<file path="src/rtl/alu_serial_rx.sv">
// Serial frame receiver for the ALU input port.
// Deserializes 11-bit packets from sin: start(0), type, d[7:0], stop(1).
// Eight DATA packets build {B, A}. The CTL packet then carries the opcode and
// a 4-bit CRC (x^4+x+1) taken over {B, A, 1'b1, op}. One decoded command
// with priority-resolved error flags is presented per frame.
module alu_serial_rx #(
  parameter int         DATA_PKTS = 8,
  parameter logic [3:0] CRC_INIT  = 4'b0000
) (
  input  logic        clk,
  input  logic        rst_n,
  input  logic        sin,
  output logic        cmd_valid,
  output logic [31:0] cmd_A,
  output logic [31:0] cmd_B,
  output logic [2:0]  cmd_op,
  output logic [2:0]  cmd_err,
  output logic        busy
);

  localparam int CW = $clog2(DATA_PKTS + 1);
  localparam int AW = 8 * DATA_PKTS;

  typedef enum logic [2:0] {
    IDLE,
    TYPE,
    BITS,
    STOP,
    RESYNC,
    DONE
  } state_t;

  state_t          state;
  logic            is_ctl;
  logic [2:0]      bit_cnt;
  logic [7:0]      shreg;
  logic [CW-1:0]   count;
  logic            ovf;
  logic [3:0]      crc;
  logic [AW-1:0]   data_asm;  // first packet ends up in the top byte (B[31:24])

  logic [2:0]      ctl_op;
  logic [3:0]      ctl_crc_rx;
  logic [3:0]      ctl_crc_calc;
  logic [2:0]      ctl_err;

  // One serial step of the x^4+x+1 LFSR.
  function automatic logic [3:0] crc_step(input logic [3:0] c, input logic b);
    logic fb;
    fb = c[3] ^ b;
    return {c[2:0], 1'b0} ^ {2'b00, fb, fb};
  endfunction

  // Feed one byte into the CRC, MSB first.
  function automatic logic [3:0] crc_byte(input logic [3:0] c, input logic [7:0] d);
    logic [3:0] r;
    r = c;
    for (int i = 7; i >= 0; i--) r = crc_step(r, d[i]);
    return r;
  endfunction

  // Decode the CTL byte held in shreg: finish the CRC with {1'b1, op} and resolve errors.
  always_comb begin
    ctl_op       = shreg[6:4];
    ctl_crc_rx   = shreg[3:0];
    ctl_crc_calc = crc_step(crc, 1'b1);
    ctl_crc_calc = crc_step(ctl_crc_calc, ctl_op[2]);
    ctl_crc_calc = crc_step(ctl_crc_calc, ctl_op[1]);
    ctl_crc_calc = crc_step(ctl_crc_calc, ctl_op[0]);
    ctl_err      = 3'b000;
    if (count != CW'(DATA_PKTS) || ovf)
      ctl_err = 3'b100;
    else if (ctl_crc_rx != ctl_crc_calc)
      ctl_err = 3'b010;
    else if (!(ctl_op inside {3'b000, 3'b001, 3'b100, 3'b101}))
      ctl_err = 3'b001;
  end

  // Packet FSM, frame assembly, CRC accumulation and registered command outputs.
  always_ff @(posedge clk or negedge rst_n) begin
    // NOTE: every register here, including the assembly buffer, is reset so a
    // frame interrupted by reset can never leak bytes or CRC into the next one.
    if (!rst_n) begin
      state     <= IDLE;
      is_ctl    <= 1'b0;
      bit_cnt   <= '0;
      shreg     <= '0;
      count     <= '0;
      ovf       <= 1'b0;
      crc       <= CRC_INIT;
      data_asm  <= '0;
      cmd_valid <= 1'b0;
      cmd_A     <= '0;
      cmd_B     <= '0;
      cmd_op    <= '0;
      cmd_err   <= '0;
      busy      <= 1'b0;
    end else begin
      // NOTE: non-blocking assignments throughout, so every read below sees
      // the value from before this clock edge.
      cmd_valid <= 1'b0;
      case (state)
        IDLE: begin
          if (!sin) begin
            busy  <= 1'b1;
            state <= TYPE;
          end
        end
        TYPE: begin
          is_ctl  <= sin;
          bit_cnt <= '0;
          state   <= BITS;
        end
        BITS: begin
          shreg   <= {shreg[6:0], sin};
          bit_cnt <= bit_cnt + 3'd1;
          if (bit_cnt == 3'd7) state <= STOP;
        end
        STOP: begin
          if (!sin) begin
            // Framing error: drop the whole frame and wait for the line to idle.
            count <= '0;
            ovf   <= 1'b0;
            crc   <= CRC_INIT;
            busy  <= 1'b0;
            state <= RESYNC;
          end else if (!is_ctl) begin
            if (count < CW'(DATA_PKTS)) begin
              data_asm <= {data_asm[AW-9:0], shreg};
              crc      <= crc_byte(crc, shreg);
              count    <= count + CW'(1);
            end else begin
              ovf <= 1'b1;
            end
            state <= IDLE;
          end else begin
            cmd_valid <= 1'b1;
            cmd_op    <= ctl_op;
            cmd_err   <= ctl_err;
            if (!ctl_err[2]) begin
              cmd_B <= data_asm[63:32];
              cmd_A <= data_asm[31:0];
            end
            busy  <= 1'b0;
            count <= '0;
            ovf   <= 1'b0;
            crc   <= CRC_INIT;
            state <= DONE;
          end
        end
        RESYNC: begin
          if (sin) state <= IDLE;
        end
        DONE: begin
          // A start bit may already arrive in this cycle.
          if (!sin) begin
            busy  <= 1'b1;
            state <= TYPE;
          end else begin
            state <= IDLE;
          end
        end
        default: state <= IDLE;
      endcase
    end
  end

endmodule

</file>
<file path="config.mk">
export PLATFORM = sky130hd
export DESIGN_NAME = alu_serial_rx
export DESIGN_NICKNAME = d
export VERILOG_FILES = /design/src/rtl/alu_serial_rx.sv
export SDC_FILE = /design/constraint.sdc
export NUM_CORES = 1
export LEC_CHECK = 0
export BUFFER_PORTS_ARGS = -buffer_cell sky130_fd_sc_hd__buf_2
export CORE_MARGIN = 3
export CORE_UTILIZATION = 52
export DETAILED_ROUTE_END_ITERATION = 6
export HOLD_SLACK_MARGIN = 0.02
export PLACE_DENSITY = 0.78
export SLEW_MARGIN = 10
export SYNTH_ARGS = -nofsm -noshare
export SYNTH_HDL_FRONTEND = slang
export SYNTH_SLANG_ARGS = --single-unit
</file>
<file path="constraint.sdc">
create_clock -name clk -period 1.8 [get_ports clk]
set_input_delay 0.36 -clock clk [delete_from_list [all_inputs] [get_ports clk]]
set_output_delay 0.36 -clock clk [all_outputs]
set_load 0.02 [all_outputs]
</file>
==> impl_metrics.json, run 1 <==
{
  "status": "completed",
  "p_int_mw": 7.96,
  "p_clk_share_pct": 33.7,
  "place_inst": 771,
  "worstSkewPairLatency_ps": 420,
  "core_um2": 12200,
  "power_leakage_nw": 4.33,
  "ys_warn_count": 0,
  "yosys-top-cells-area": "dfrtp_1, nand2_1, mux2_4, mux2_2, xnor3_1",
  "p_switching_mw": 3.19,
  "cts_sinks": 160,
  "yosys-top-cells-count": "nand2_1, dfrtp_1, mux2_4",
  "syn_area_per_cell_um2": 12.2,
  "timing.final.ws_setup_ps": 0.903,
  "drive_gt1_share_pct": 32.4,
  "fin_util_pct": 65.4,
  "ys.flop_type": "dfrtp_1",
  "fmax_mhz": 556,
  "finClkSkew_ps": 8.87,
  "setup_violations": 0,
  "die_x_um": 118,
  "syn2layout_area_growth_pct": 21.3,
  "ys_ff_latch": 160,
  "dp_slack_ps": 21.9,
  "routed_wl_um": 13700,
  "cts_buffers": 17,
  "fillerInstances": 902,
  "power.density_nw_per_um2": 1400,
  "n_antenna_cell": 0,
  "cp.arrival_ps": 2100,
  "pwr-share-comb_pct": 25.3,
  "power_mw": 11.2,
  "vias": 4169,
  "grt-ovfl-total": 0,
  "drt_first_pass_iters": 4,
  "design_area_um2": 7960,
  "syn_inst": 540,
  "drv_cap": 0,
  "p_seq_share_pct": 41.0,
  "tightest_slew_ps": 426,
  "grt_max_degree": 69,
  "endpoint_kind": "flip-flop",
  "placement.io_buffers": 74,
  "h-tree-depth": 4,
  "worstPathMaxFanout": 10,
  "root_buffer": "clkbuf_16",
  "placed_area_um2": 7160,
  "syn-num-nets": 547,
  "drcViolationCount": 0,
  "dpl.hpwl_um": 8330,
  "path_class": "flip-flop to flip-flop",
  "cts_tree": "built",
  "synth-async-reset-ratio_pct": 100,
  "relSlewSlack_pct": 71.6,
  "clk_pin_slew_ps": 60,
  "power_switching_share_pct": 28.6,
  "final_hold_viol_count": 0,
  "syn-cell-area_um2": 6560,
  "grt_pass1_vias": 4249,
  "vias_per_cell": 5.12,
  "antenna_found_initial": 0,
  "synth.largest_area_cell": "dfrtp_1",
  "worst_hold_slack_ps": 332,
  "finalNetCount": 641,
  "track_usage_pct": 19.5,
  "synth.most_common_cell": "nand2_1",
  "tns_ps": 0,
  "antenna_left": 0,
  "period_share_pct": 99.9,
  "cp.required_ps": 2100,
  "clockBufferDepth": 2,
  "dieArea_um2": 14000,
  "final_cells": 814,
  "yosysSeqAreaShare_pct": 61.0,
  "synth.distinct_cells": 41,
  "drv_slew": 0,
  "rows": 40,
  "drtIter0Drc": 311,
  "worstSetupStartpointType": "flip-flop",
  "fin_crit_ps": 1800,
  "synth_top_cell_area_share_pct": 61.0,
  "ir_drop_v": 0.00121,
  "start_util_pct": 54.0,
  "worstHoldPathType": "input port to flip-flop",
  "grt_pass1_wl_um": 21700,
  "die_y_um": 118,
  "ios": 75,
  "wl_per_cell_um": 16.8,
  "place.gp.congestion": 0.779,
  "synth_edf_count": 0
}
sequential cells by signal, indices dropped and copies added, names as in the netlist:
name       cells
data_asm      64
cmd_A         32
cmd_B         32
shreg          8
count          4
crc            4
bit_cnt        3
cmd_err        3
cmd_op         3
state          3
busy           1
cmd_valid      1
is_ctl         1
ovf            1
cell usage in the layout, fill, tap and decap left out, drive strengths merged, types with 2 or more instances in the layout:
cell	instances
nand2	207
xnor3	5
clkinvlp	4
bufinv	4
a21oi	3
clkinv	2
buf	97
clkbuf	24
xor2	2
inv	6
a22o	6
nor2	9
xnor2	6
nor3	2
nand2b	3
ha	4
dfrtp	160
o21ai	11
mux2	72
layout make-up:
class / count / area, um2 / area share (%)
clock inverter: 10 / 160 / 2.01
inverter: 6 / 22.5 / 0.283
multi-input combinational: 348 / 2350 / 29.5
sequential: 160 / 4000 / 50.3
clock buffer: 21 / 460 / 5.79
timing repair buffer: 101 / 749 / 9.42
tap: 168 / 210 / 2.64
worst max-delay path, stage by stage (launching register included):
cell and delay (ps):
dfrtp_1 390, inv_1 60, ha_1 130, nand4bb_1 190
nor2_4 260, buf_6 160, clkbuf_16 160, mux2_2 340
final timing paths:
check	from	end	slack (ps)	depth (start not counted)
worst max-delay path	count[1]	cmd_A[22]	0.9	7
worst min-delay path	sin	is_ctl	330	3
worst max register to register	count[1]	cmd_A[22]	0.9	7
worst min register to register	data_asm[59]	data_asm[59]	480	2
max in group asynchronous	rst_n	count[0]	790	3
min in group asynchronous	rst_n	cmd_B[30]	430	2
cells by family (layout without fill, tap and decap cells):
group | after synthesis | after routing | share of synthesized area [%]
xor gates and xnor gates | 14 | 14 | 3.26
DFF | 160 | 160 | 61.0
muxes | 72 | 72 | 14.5
AOI/OAI and AO/OA | 28 | 28 | 2.80
buffers and inverters | 32 | 138 | 3.32
adders and majority gates | 4 | 4 | 0.763
and+or+nand+nor | 230 | 230 | 14.3
repair_timing:
action | CTS | global route
hold endpoints to repair | 41 | 0
hold buffers | 1 | 0
endpoints found under the setup margin | 0 | 37
resized for setup | 0 | 3
buffers inserted | 0 | 6
power by group through the flow:
stage	clock (mW)	combinational (mW)	sequential [mW]
4_1_cts	3.81	2.80	4.57
5_1_grt	4.00	3.09	4.65
3_3_place_gp	0	2.60	4.60
2_1_floorplan	0	2.03	4.60
3_5_place_dp	0	2.72	4.63
6_report	3.76	2.82	4.57
layer usage:
layer / share of wire, % / GRT usage [%]
met3: 4.6 / 5.89
met1: 45 / 26.1
met2: 49 / 30.9
met4: 1.1 / 5.79
met5: 0 / 0
No activity file was read; power rests on OpenSTA's default activity.
==> inputs of run 2 (changes only) <==
CELL_PAD_IN_SITES_DETAIL_PLACEMENT = 0   (was unset)
CELL_PAD_IN_SITES_GLOBAL_PLACEMENT = 1   (was unset)
CORE_UTILIZATION = 42   (was 52)
==> run 2 against run 1 <==
  * Maximum frequency rose by 4.8%
  * Combinational power decreased by 3%
  * Global-route usage decreased by 3.3 points
  * Largest cell class unchanged
  * Highest routed layer unchanged
==> impl_metrics.json, run 2 (same netlist as run 1, synthesis figures left out) <==
{
  "cts_sinks": 160,
  "die_y_um": 131,
  "finalNetCount": 633,
  "ir_drop_v": 0.00105,
  "ios": 75,
  "design_area_um2": 7770,
  "largestRegisters": "data_asm: 64 flops, cmd_A: 32 flops, cmd_B: 32 flops",
  "largest_reg_flops": 64,
  "cp.arrival_ps": 2010,
  "min_path_cells": 3,
  "tns_ps": 0,
  "power.density_nw_per_um2": 1370,
  "antenna_found_initial": 0,
  "syn2layout_area_growth_pct": 18.5,
  "endpoint_kind": "flip-flop",
  "setup_violations": 0,
  "reg2reg_to": "cmd_B[6]",
  "finClkSkew_ps": 4.15,
  "grt_max_degree": 69,
  "place.gp.congestion": 0.818,
  "routed_wl_um": 12800,
  "die_x_um": 131,
  "wl_per_cell_um": 15.1,
  "reg2reg_depth": 6,
  "root_buffer": "clkbuf_16",
  "drtIter0Drc": 200,
  "dpl.hpwl_um": 8590,
  "fmax_mhz": 582,
  "rows": 45,
  "worst_hold_slack_ps": 341,
  "final_common_cell": "nand2_1",
  "multi_input_area_um2": 2350,
  "grt-ovfl-total": 0,
  "power_mw": 10.7,
  "start_util_pct": 43.0,
  "worstReg2RegStart": "count[1]",
  "rsz0062_at_grt": "true",
  "drt_first_pass_iters": 4,
  "r2r_setup_slack_ps": 80,
  "status": "completed",
  "worstPathMaxFanout": 15,
  "fin_util_pct": 51.0,
  "track_usage_pct": 16.2,
  "grt_pass1_vias": 4182,
  "grt_pass1_wl_um": 21500,
  "power_leakage_nw": 4.24,
  "post-cts-setup-buffers": 0,
  "antenna_left": 0,
  "min-delay-start": "sin",
  "regMostFlops": "data_asm",
  "drcViolationCount": 0,
  "cts_buffers": 17,
  "path_class": "flip-flop to flip-flop",
  "dieArea_um2": 17200,
  "worstSetupStartpointType": "flip-flop",
  "fin_crit_ps": 1720,
  "placement.io_buffers": 74,
  "drive_gt1_share_pct": 31.0,
  "clockBufferDepth": 2,
  "layout.area.seq_um2": 4000,
  "final_hold_viol_count": 0,
  "worstHoldPathType": "input port to flip-flop",
  "core_um2": 15300,
  "tightest_slew_ps": 352,
  "drv_slew": 0,
  "h-tree-depth": 4,
  "hold_end": "is_ctl",
  "drv_cap": 0,
  "vias": 4050,
  "clk_pin_slew_ps": 60,
  "relSlewSlack_pct": 76.5,
  "n_antenna_cell": 0,
  "cts_tree": "built",
  "period_share_pct": 95.4,
  "worstSkewPairLatency_ps": 410,
  "cp.required_ps": 2100,
  "placed_area_um2": 7210,
  "vias_per_cell": 4.77,
  "fillerInstances": 1330,
  "final_cell_mix": "nand2_1, dfrtp_1, buf_2"
}
run 2: changes by cell type in the layout (fill, tap and decap cells not counted):
cell,before,now
clkbuf_8,2,4
clkinv_4,0,1
buf_8,1,0
buf_4,12,13
mux2_4,39,38
mux2_2,33,34
buf_12,8,5
bufinv_16,4,1
clkinv_2,2,3
clkbuf_1,2,5
clkbuf_16,20,17
buf_6,3,1
clkinvlp_4,4,0
run 2: critical path: stages, from the launching register on:
cell and delay [ps]:
dfrtp_1 410, inv_1 70, ha_1 130, nand4bb_1 170, nor2_4 180, buf_4 310
mux2_4 340
run 2: timing repair:
| item | CTS | global route |
|---|---|---|
| endpoints found under the setup margin | 0 | 17 |
| gates resized for setup | 0 | 0 |
| hold endpoints to repair | 21 | 0 |
| hold buffers | 1 | 0 |
run 2: worst max path at each step:
stage,depth (start not counted),start,end
floorplan,6,state[2],cmd_A[0]
finish,6,count[1],cmd_B[6]
global route,6,count[1],cmd_A[8]
detailed placement,6,count[1],cmd_A[6]
global placement,6,count[1],cmd_B[0]
CTS,6,count[1],cmd_B[0]
run 2: cell type report:
| cell class | instances | share of cell area (%) |
|---|---|---|
| flip-flops and latches | 160 | 51.5 |
| clock inverters | 5 | 0.692 |
| clock buffers | 26 | 6.42 |
| multi-input cells | 348 | 30.2 |
| well taps | 211 | 3.40 |
| repair buffers | 93 | 7.52 |
| inverters | 6 | 0.290 |
run 2: per-stage QoR:
step / setup WS, ps / cells
2_1_floorplan: 96.2 / 540
3_3_place_gp: 98.3 / 817
3_5_place_dp: 66.9 / 817
4_1_cts: 60.4 / 849
5_1_grt: -9.74 / 849
6_report: 82.7 / 849
run 2: metal layers:
layer	global-route usage, %	up-vias	part of all wire (%)
met5	0	-	0
met4	5.26	0	1.1
met3	4.67	14	4.3
met2	24.8	70	48
met1	22.2	2034	47
li1	-	1932	-
run 2: power breakdown:
part           leakage [nW]  switching (mW)  internal [mW]  total (mW)
sequential             2.19           0.469           4.11        4.58
clock                 0.274            1.31           2.04        3.35
combinational          1.78            1.29           1.44        2.73
total                  4.24            3.07           7.59        10.7
